**config.mk**
```make
export PLATFORM = sky130hd
export DESIGN_NAME = mem_wb_stage_flat
export DESIGN_NICKNAME = d
export VERILOG_FILES = /design/src/rtl/mem_wb_stage_if.sv /design/src/rtl/mem_wb_stage.sv /design/src/flat_wrapper.sv
export SDC_FILE = /design/constraint.sdc
export NUM_CORES = 1
export LEC_CHECK = 0
export BUFFER_PORTS_ARGS = -buffer_cell sky130_fd_sc_hd__buf_4
export CAP_MARGIN = 20
export CORE_AREA = 2 2 147 149
export CTS_BUF_LIST = sky130_fd_sc_hd__clkbuf_4
export DETAILED_ROUTE_END_ITERATION = 12
export DIE_AREA = 0 0 149 151
export PLACE_DENSITY = 0.71
export SLEW_MARGIN = 40
export SYNTH_ARGS = -nofsm -noshare
export SYNTH_HDL_FRONTEND = slang
export SYNTH_SLANG_ARGS = --single-unit
```
**constraint.sdc**
```tcl
create_clock -name CLK -period 2 [get_ports CLK]
set_clock_uncertainty 0.05 [all_clocks]
set_input_delay 0.1 -clock CLK [delete_from_list [all_inputs] [get_ports CLK]]
set_output_delay 0.1 -clock CLK [all_outputs]
set_load 0.02 [all_outputs]
```
**src/rtl/mem_wb_stage_if.sv**
```systemverilog
`default_nettype none
// ============================================================================
// Module      : mem_wb_stage_if
// Description : Data-memory request/response bus between the MEM stage and
//               the data memory (or cache) port.
// Revision    : 1.0 - initial release
// ============================================================================
interface mem_wb_stage_if;
  logic        dmemREN;
  logic        dmemWEN;
  logic [31:0] dmemaddr;
  logic [31:0] dmemstore;
  logic        dhit;
  logic [31:0] dmemload;

  // Pipeline side: issues requests, receives completion and load data
  modport master (
    output dmemREN, dmemWEN, dmemaddr, dmemstore,
    input  dhit, dmemload
  );

  // Memory side: receives requests, returns completion and load data
  modport slave (
    input  dmemREN, dmemWEN, dmemaddr, dmemstore,
    output dhit, dmemload
  );
endinterface
`default_nettype wire

```
**src/rtl/mem_wb_stage.sv**
```systemverilog
`default_nettype none
// ============================================================================
// Module      : mem_wb_stage
// Description : MEM stage plus MEM/WB register of the 5-stage MIPS pipeline.
//               Issues data-memory accesses, stalls until dhit, holds load
//               data across hazard freezes, resolves branches, registers the
//               writeback result and keeps saturating memory counters.
// Revision    : 1.0 - initial release
// ============================================================================
module mem_wb_stage #(
  parameter int TIMEOUT = 256,
  parameter int CNT_W   = 32
) (
  input  logic              CLK,
  input  logic              nRST,
  input  logic              memcuDRE,
  input  logic              memcuDWE,
  input  logic              memMemToReg,
  input  logic              memWEN,
  input  logic              memJALflag,
  input  logic [4:0]        memwsel,
  input  logic [31:0]       memOutput_Port,
  input  logic [31:0]       memrdat2,
  input  logic [31:0]       memnpc,
  input  logic              membrnch_eq,
  input  logic              membrnch_ne,
  input  logic              memZero,
  input  logic [31:0]       membrnch_addr,
  input  logic              ext_freeze,
  mem_wb_stage_if.master    dmem,
  output logic              mem_stall,
  output logic              branch_take,
  output logic [31:0]       branch_target,
  output logic              wbWEN,
  output logic [4:0]        wbwsel,
  output logic [31:0]       wbwdat,
  output logic [CNT_W-1:0]  stall_cnt,
  output logic [CNT_W-1:0]  access_cnt,
  output logic              mem_err
);

  localparam int WCNT_W = $clog2(TIMEOUT + 1);
  localparam logic [WCNT_W-1:0] c_timeout = WCNT_W'(TIMEOUT);

  typedef enum logic [1:0] {
    IDLE = 2'd0,
    WAIT = 2'd1,
    HELD = 2'd2
  } state_t;

  state_t              r_state;
  state_t              w_state_nxt;
  logic [WCNT_W-1:0]   r_wait_cnt;
  logic [WCNT_W-1:0]   w_wait_nxt;
  logic [31:0]         r_hold_data;
  logic                r_mem_err;
  logic                r_wbWEN;
  logic [4:0]          r_wbwsel;
  logic [31:0]         r_wbwdat;
  logic [CNT_W-1:0]    r_stall_cnt;
  logic [CNT_W-1:0]    r_access_cnt;

  logic                w_memop;
  logic                w_in_held;
  logic                w_mem_stall;
  logic                w_retire;
  logic [31:0]         w_load_data;
  logic [31:0]         w_wdat;
  logic                w_req_rd;
  logic                w_req_wr;
  logic                w_capture;
  logic                w_err_set;
  logic                w_access;

  assign w_memop     = memcuDRE | memcuDWE;
  assign w_in_held   = (r_state == HELD);
  // Zero-latency on a hit; HELD never stalls because its access is done
  assign w_mem_stall = w_memop & ~dmem.dhit & ~w_in_held;
  assign w_retire    = ~w_mem_stall & ~ext_freeze;
  // Memory may drive new data after the hit, so HELD uses the captured copy
  assign w_load_data = w_in_held ? r_hold_data : dmem.dmemload;
  assign w_wdat      = memJALflag  ? memnpc :
                       memMemToReg ? w_load_data : memOutput_Port;

  assign branch_take   = ((membrnch_eq & memZero) | (membrnch_ne & ~memZero)) & ~ext_freeze;
  assign branch_target = membrnch_addr;

  // Requests are gated by nRST so they drop the instant reset asserts
  assign dmem.dmemREN   = nRST & w_req_rd;
  assign dmem.dmemWEN   = nRST & w_req_wr;
  assign dmem.dmemaddr  = memOutput_Port;
  assign dmem.dmemstore = memrdat2;

  assign mem_stall  = w_mem_stall;
  assign wbWEN      = r_wbWEN;
  assign wbwsel     = r_wbwsel;
  assign wbwdat     = r_wbwdat;
  assign stall_cnt  = r_stall_cnt;
  assign access_cnt = r_access_cnt;
  assign mem_err    = r_mem_err;

  // Next-state, request and bookkeeping decode for the access FSM
  always_comb begin
    w_state_nxt = r_state;
    w_wait_nxt  = r_wait_cnt;
    w_req_rd    = 1'b0;
    w_req_wr    = 1'b0;
    w_capture   = 1'b0;
    w_err_set   = 1'b0;
    w_access    = 1'b0;
    case (r_state)
      IDLE: begin
        // A load wins if both strobes are (illegally) set
        w_req_rd = memcuDRE;
        w_req_wr = memcuDWE & ~memcuDRE;
        if (w_memop & ~dmem.dhit) begin
          w_state_nxt = WAIT;
          w_wait_nxt  = {{(WCNT_W-1){1'b0}}, 1'b1};
          w_err_set   = (w_wait_nxt == c_timeout);
        end else if (w_memop & dmem.dhit) begin
          w_access = 1'b1;
          if (ext_freeze) begin
            w_state_nxt = HELD;
            w_capture   = 1'b1;
          end
        end
      end
      WAIT: begin
        w_req_rd = memcuDRE;
        w_req_wr = memcuDWE & ~memcuDRE;
        if (dmem.dhit) begin
          w_access    = 1'b1;
          w_wait_nxt  = '0;
          w_capture   = ext_freeze;
          w_state_nxt = ext_freeze ? HELD : IDLE;
        end else if (r_wait_cnt != c_timeout) begin
          w_wait_nxt = r_wait_cnt + 1'b1;
          w_err_set  = (w_wait_nxt == c_timeout);
        end
      end
      HELD: begin
        if (~ext_freeze) begin
          w_state_nxt = IDLE;
        end
      end
      default: begin
        w_state_nxt = IDLE;
      end
    endcase
  end

  // FSM state, wait timer, held load data and sticky timeout flag
  always_ff @(posedge CLK or negedge nRST) begin
    if (!nRST) begin
      r_state     <= IDLE;
      r_wait_cnt  <= '0;
      r_hold_data <= '0;
      r_mem_err   <= 1'b0;
    end else begin
      r_state    <= w_state_nxt;
      r_wait_cnt <= w_wait_nxt;
      if (w_capture) begin
        r_hold_data <= dmem.dmemload;
      end
      if (w_err_set) begin
        r_mem_err <= 1'b1;
      end
    end
  end

  // MEM/WB register: bubble when not retiring so a stalled op writes once
  always_ff @(posedge CLK or negedge nRST) begin
    if (!nRST) begin
      r_wbWEN  <= 1'b0;
      r_wbwsel <= '0;
      r_wbwdat <= '0;
    end else if (w_retire) begin
      r_wbWEN  <= memWEN;
      r_wbwsel <= memwsel;
      r_wbwdat <= w_wdat;
    end else begin
      r_wbWEN  <= 1'b0;
    end
  end

  // Saturating performance counters
  always_ff @(posedge CLK or negedge nRST) begin
    if (!nRST) begin
      r_stall_cnt  <= '0;
      r_access_cnt <= '0;
    end else begin
      if (w_mem_stall && (r_stall_cnt != {CNT_W{1'b1}})) begin
        r_stall_cnt <= r_stall_cnt + 1'b1;
      end
      if (w_access && (r_access_cnt != {CNT_W{1'b1}})) begin
        r_access_cnt <= r_access_cnt + 1'b1;
      end
    end
  end

endmodule
`default_nettype wire

```
**src/flat_wrapper.sv**
```systemverilog
// flat-port wrapper written by rule: the top's interface ports become plain ports
module mem_wb_stage_flat 
#(
  parameter int TIMEOUT = 256,
  parameter int CNT_W   = 32
)
  (CLK, nRST, memcuDRE, memcuDWE, memMemToReg, memWEN, memJALflag, memwsel, memOutput_Port, memrdat2, memnpc, membrnch_eq, membrnch_ne, memZero, membrnch_addr, ext_freeze, mem_stall, branch_take, branch_target, wbWEN, wbwsel, wbwdat, stall_cnt, access_cnt, mem_err, dmem_dmemREN, dmem_dmemWEN, dmem_dmemaddr, dmem_dmemstore, dmem_dhit, dmem_dmemload);
  mem_wb_stage_if dmem_i ();
  input  logic CLK;
  input  logic nRST;
  input  logic memcuDRE;
  input  logic memcuDWE;
  input  logic memMemToReg;
  input  logic memWEN;
  input  logic memJALflag;
  input  logic [4:0] memwsel;
  input  logic [31:0] memOutput_Port;
  input  logic [31:0] memrdat2;
  input  logic [31:0] memnpc;
  input  logic membrnch_eq;
  input  logic membrnch_ne;
  input  logic memZero;
  input  logic [31:0] membrnch_addr;
  input  logic ext_freeze;
  output logic mem_stall;
  output logic branch_take;
  output logic [31:0] branch_target;
  output logic wbWEN;
  output logic [4:0] wbwsel;
  output logic [31:0] wbwdat;
  output logic [CNT_W-1:0] stall_cnt;
  output logic [CNT_W-1:0] access_cnt;
  output logic mem_err;
  output wire logic [$bits(dmem_i.dmemREN)-1:0] dmem_dmemREN;
  output wire logic [$bits(dmem_i.dmemWEN)-1:0] dmem_dmemWEN;
  output wire logic [$bits(dmem_i.dmemaddr)-1:0] dmem_dmemaddr;
  output wire logic [$bits(dmem_i.dmemstore)-1:0] dmem_dmemstore;
  input wire logic [$bits(dmem_i.dhit)-1:0] dmem_dhit;
  input wire logic [$bits(dmem_i.dmemload)-1:0] dmem_dmemload;
  assign dmem_dmemREN = dmem_i.dmemREN;
  assign dmem_dmemWEN = dmem_i.dmemWEN;
  assign dmem_dmemaddr = dmem_i.dmemaddr;
  assign dmem_dmemstore = dmem_i.dmemstore;
  assign dmem_i.dhit = dmem_dhit;
  assign dmem_i.dmemload = dmem_dmemload;
  mem_wb_stage #(.TIMEOUT(TIMEOUT), .CNT_W(CNT_W)) u_core (.CLK(CLK), .nRST(nRST), .memcuDRE(memcuDRE), .memcuDWE(memcuDWE), .memMemToReg(memMemToReg), .memWEN(memWEN), .memJALflag(memJALflag), .memwsel(memwsel), .memOutput_Port(memOutput_Port), .memrdat2(memrdat2), .memnpc(memnpc), .membrnch_eq(membrnch_eq), .membrnch_ne(membrnch_ne), .memZero(memZero), .membrnch_addr(membrnch_addr), .ext_freeze(ext_freeze), .dmem(dmem_i), .mem_stall(mem_stall), .branch_take(branch_take), .branch_target(branch_target), .wbWEN(wbWEN), .wbwsel(wbwsel), .wbwdat(wbwdat), .stall_cnt(stall_cnt), .access_cnt(access_cnt), .mem_err(mem_err));
endmodule
```
==> Word level (Yosys, flattened, before mapping) <==
Index checks and enable logic that the tools add are counted.
{ "classes": {"addsub": 3, "reduce_logical": 7, "n_eq_ne": 12, "muxes": 29, "n_bitwise": 18} }
{ "op_table": {"columns": ["cell", "n"], "rows": [
  ["$mux W32", 3],
  ["$add A32 B1 Y32 const B", 2],
  ["$ne A32 B32 Y1 const B", 2],
  ["$mux W9", 3],
  ["$pmux W9 S2", 1],
  ["$mux W1", 13],
  ["$mux W2", 6],
  ["$and A1 B1 Y1", 10],
  ["$add A9 B1 Y9 const B", 1],
  ["$eq A9 B9 Y1 const B", 1],
  ["$ne A9 B9 Y1 const B", 1],
  ["$ne A3 B2 Y1 const B", 2],
  ["$not A1 Y1", 6],
  ["$pmux W2 S3", 1],
  ["$ne A2 B2 Y1 const B", 2],
  ["$pmux W1 S2", 2],
  ["$reduce_and A4 Y1", 1],
  ["$ne A3 B1 Y1 const B", 1],
  ["$reduce_and A3 Y1", 1],
  ["$eq A2 B1 Y1 const B", 1],
  ["$eq A2 B2 Y1 const B", 1],
  ["$logic_and A1 B1 Y1", 2],
  ["$logic_not A2 Y1", 1],
  ["$ne A2 B1 Y1 const B", 1],
  ["other kinds (3)", 4]
]} }
{ "totals": {"reg_bits": 146, "input_bits": 177, "elab_cells": 78, "output_inout_bits": 203} }

==> Depth between registers and ports, before layout <==
{ "depth": {"depth_word": 6, "ltp_mapped": 8, "mapped_depth_nobuf": 7} }

==> Worst setup path before layout <==
OpenSTA, ideal clock, no wires.
{ "synth_timing": {"path_type": "register to register", "from": "register u_core.r_access_cnt[0], in the netlist u_core.access_cnt[0]", "to": "register u_core.r_access_cnt[1], in the netlist u_core.access_cnt[1]", "required_time_ps": 1822, "period_less_slack_ps": 2270, "path_slack_ps": -270, "stages_incl_launch_ff": 7, "t_arrival_ps": 2092, "cell_sequence": "dfrtp_1 > ha_1 > nand4_1 > or4_4 > nor3_4 > a21bo_2 > mux2_1"} }
{ "synth_between": {"elab_chain_len": 2} }
{ "synth_rtl": {"columns": ["element", "line_no", "text"], "rows": [
  ["from (decl)", "mem_wb_stage.sv:61", "logic [CNT_W-1:0] r_access_cnt;"],
  ["from (signal assigned)", "mem_wb_stage.sv:196", "r_access_cnt <= r_access_cnt + 1'b1;"],
  ["parallel branches: the longest is 2 deep, another holds $add A32 B1 Y32", null, null]
]} }
Several ways; the timed one is not identified.
A chain may end at the register's enable or synchronous reset.

==> Worst setup path after layout <==
Ends and elaborated chain as after synthesis.

==> reports/metrics.csv <==
metric,value,unit
post-synth net total,985,
WS Path Type,reg -> reg,
Yosys top cell area share,45.3,%
vias per cell,5.14,
Die Area,22500,um^2
commonest cells in the synthesized netlist,"dfrtp_1, buf_4, nor2_1, a21oi_1, mux2_2",
Final Routed Wirelength,25000,um
Post-synth top flop,dfrtp_1,
antenna-violating nets left,0,
Placer Congestion,0.811,
RSZ-0062 raised after global routing,true,
post-route setup slack,-0.0157,ns
Cells after Synth,804,
Final Non-Filler Cells,1399,
status,finished with violations,
final hold vios,0,
initial core utilization,38.7,%
"FFs w/ async S/R, synth",100,%
Post-synth EDFFs,0,
maximum vdd ir drop,0.000524,V
CTS Buffer Depth,2,
# port buffers,251,
total number of vias,7197,
initial antenna violation count,1,
Yosys reg bits,146,
Static Leak,5.32,nW
first-pass GRT wire length,37400,um
fin. max-slew vios,0,
synthesized area,8060,um^2
post-layout util,55.1,%
syn_area_per_cell,10.0,um^2
area grow syn2layout,42.3,%
actual slew at the worst max-slew pin,0.743,ns
Slew Limit Headroom,50.5,%
cell taking the most area after synthesis,dfrtp_1,
num rows,53,
CP endpoint kind,flop,
area post-placement,9940,um^2
Clock transition at path regs,0.13,ns
synth top area cells,"dfrtp_1, buf_4, mux2_2",
core area,20800,um^2
"Net count, final",1291,
DP Wirelength,16700,um
DRT Pass-1 Iters,5,
Cells after DPL,1251,
most frequent cell after synthesis,dfrtp_1,
CTS H-tree lvls,4,
GR Util All Layers,21.2,%
Worst Path Arrival,2.40,ns
DRC,0,
crit path time final,2.02,ns
die width,149,um
Synth warnings,0,
critical path peak fanout,4,
maxcap violations,0,
fmax,496,MHz
endpoints failing setup,1,
Root Buffer,clkbuf_4,
DRT iter0 DRCs,263,
design area,11500,um^2
Inserted Clock Buffers,17,
vias in the first global route,7033,
"Distinct cells, synth",51,
largest net degree at the start of global routing,124,
total gr overflow,0,
"Seq/Total Area, Yosys",45.3,%
layout cells sized above 1,38.4,%
crit start category,flop,
Skew-Pair Late Insertion Delay,0.54,ns
failing checks,negative setup slack,
worst min-delay path category,in -> reg,
CTS tree,built,
Die Y,151,um
crit share post-route,101,%
PD cells,727,nW/um^2
IO Pins,380,
Clock Sinks,146,
WL/cell,17.9,um
Critical Path RT,2.39,ns
fillcell total,1824,
worst paths after layout:
| kind | cells past startpoint | slack (ns) | from | end |
|---|---|---|---|---|
| max in group asynchronous | 3 | 1.11 | nRST | u_core.r_hold_data[1] |
| max reg2reg | 6 | -0.02 | u_core.access_cnt[0] | u_core.access_cnt[1] |
| max | 6 | -0.02 | u_core.access_cnt[0] | u_core.access_cnt[1] |
| min reg2reg | 1 | 0.46 | u_core.stall_cnt[7] | u_core.stall_cnt[7] |
| min | 5 | 0.07 | memOutput_Port[0] | u_core.wbwdat[0] |
| min in group asynchronous | 3 | 0.19 | nRST | u_core.r_state[0] |
critical path, stage by stage (launching register included):
cell and delay [ns]:
dfrtp_2 0.41, ha_4 0.15, nand4_1 0.11, or4_4 0.51, nor3_4 0.20, a21bo_2 0.19, mux2_4 0.29
through the flow:
step / power [mW] / setup slack, ns / TNS (ns) / hold slack (ns)
detailed placement: 6.08 / -0.0277 / -0.0670 / -0.0634
global route: 8.78 / -0.117 / -0.692 / 0.0724
CTS: 8.35 / -0.0178 / -0.0194 / 0.0115
global placement: 6.03 / 0.0108 / 0 / -0.0634
finish: 8.34 / -0.0157 / -0.0157 / 0.0746
floorplan: 5.15 / -0.159 / -0.515 / -0.246
layer usage:
metal,part of all wire (%),vias up,track usage [%]
li1,-,3341,-
met1,38,3503,24.5
met2,51,308,36.0
met3,8.5,45,7.56
met4,3.0,0,8.67
met5,0,-,0
area by class of cell:
class | count | area, um^2 | share of cell area (%)
flip-flops and latches | 146 | 3660 | 31.9
well taps | 275 | 344 | 3.00
diodes | 1 | 2.50 | 0.0218
inverters | 11 | 41.3 | 0.360
clock inverters | 13 | 160 | 1.40
repair buffers | 422 | 3520 | 30.7
multi-input cells | 512 | 3590 | 31.3
clock buffers | 19 | 143 | 1.24
state kept, by name, indices dropped and copies added, names as in the netlist:
name,flops
u_core.wbwsel,5
u_core.wbWEN,1
u_core.r_wait_cnt,9
u_core.wbwdat,32
u_core.r_hold_data,32
u_core.access_cnt,32
u_core.mem_err,1
u_core.r_state,2
u_core.stall_cnt,32
cell usage in the layout (no fill, tap or decap), types with 3 or more instances in the layout:
| cell type | n |
|---|---|
| a211oi_1 | 32 |
| or3_1 | 3 |
| and2_1 | 3 |
| xnor2_1 | 33 |
| xor2_1 | 26 |
| buf_6 | 3 |
| nor2_4 | 3 |
| buf_12 | 7 |
| buf_4 | 308 |
| mux2_2 | 38 |
| clkinv_2 | 3 |
| clkinv_4 | 3 |
| o21ai_0 | 11 |
| nand2_1 | 27 |
| bufinv_16 | 3 |
| nor2_1 | 84 |
| and4_1 | 4 |
| dfrtp_1 | 142 |
| o31ai_1 | 3 |
| ha_1 | 3 |
| mux2i_1 | 34 |
| dfrtp_2 | 4 |
| clkbuf_4 | 19 |
| a21oi_1 | 71 |
| nor3_1 | 10 |
| nand3_1 | 25 |
| nor3_2 | 4 |
| and3_1 | 22 |
| nor4_2 | 8 |
| nand4_1 | 23 |
| inv_1 | 11 |
| dlygate4sd3_1 | 103 |
power by group:
group,internal (mW),switching (mW)
clock,0.898,1.16
sequential,3.38,0.318
combinational,1.29,1.28
timing repair:
action                                 4_1_cts  5_1_grt
endpoints found under the hold margin      221        0
gates resized for setup                      3       22
setup endpoints to repair                    7       30
setup buffers                                1       10
pin swaps                                    2        7
hold buffers                               104        0
cell families after synthesis:
group / Yosys count / share of synthesized area (%)
AOI/OAI and AO/OA: 131 / 9.80
and+or+nand+nor: 245 / 16.0
xor gates and xnor gates: 59 / 6.41
muxes: 73 / 9.67
buffers and inverters: 146 / 12.2
DFF: 146 / 45.3
adders and majority gates: 4 / 0.621
(Power assumes the default switching activity.)
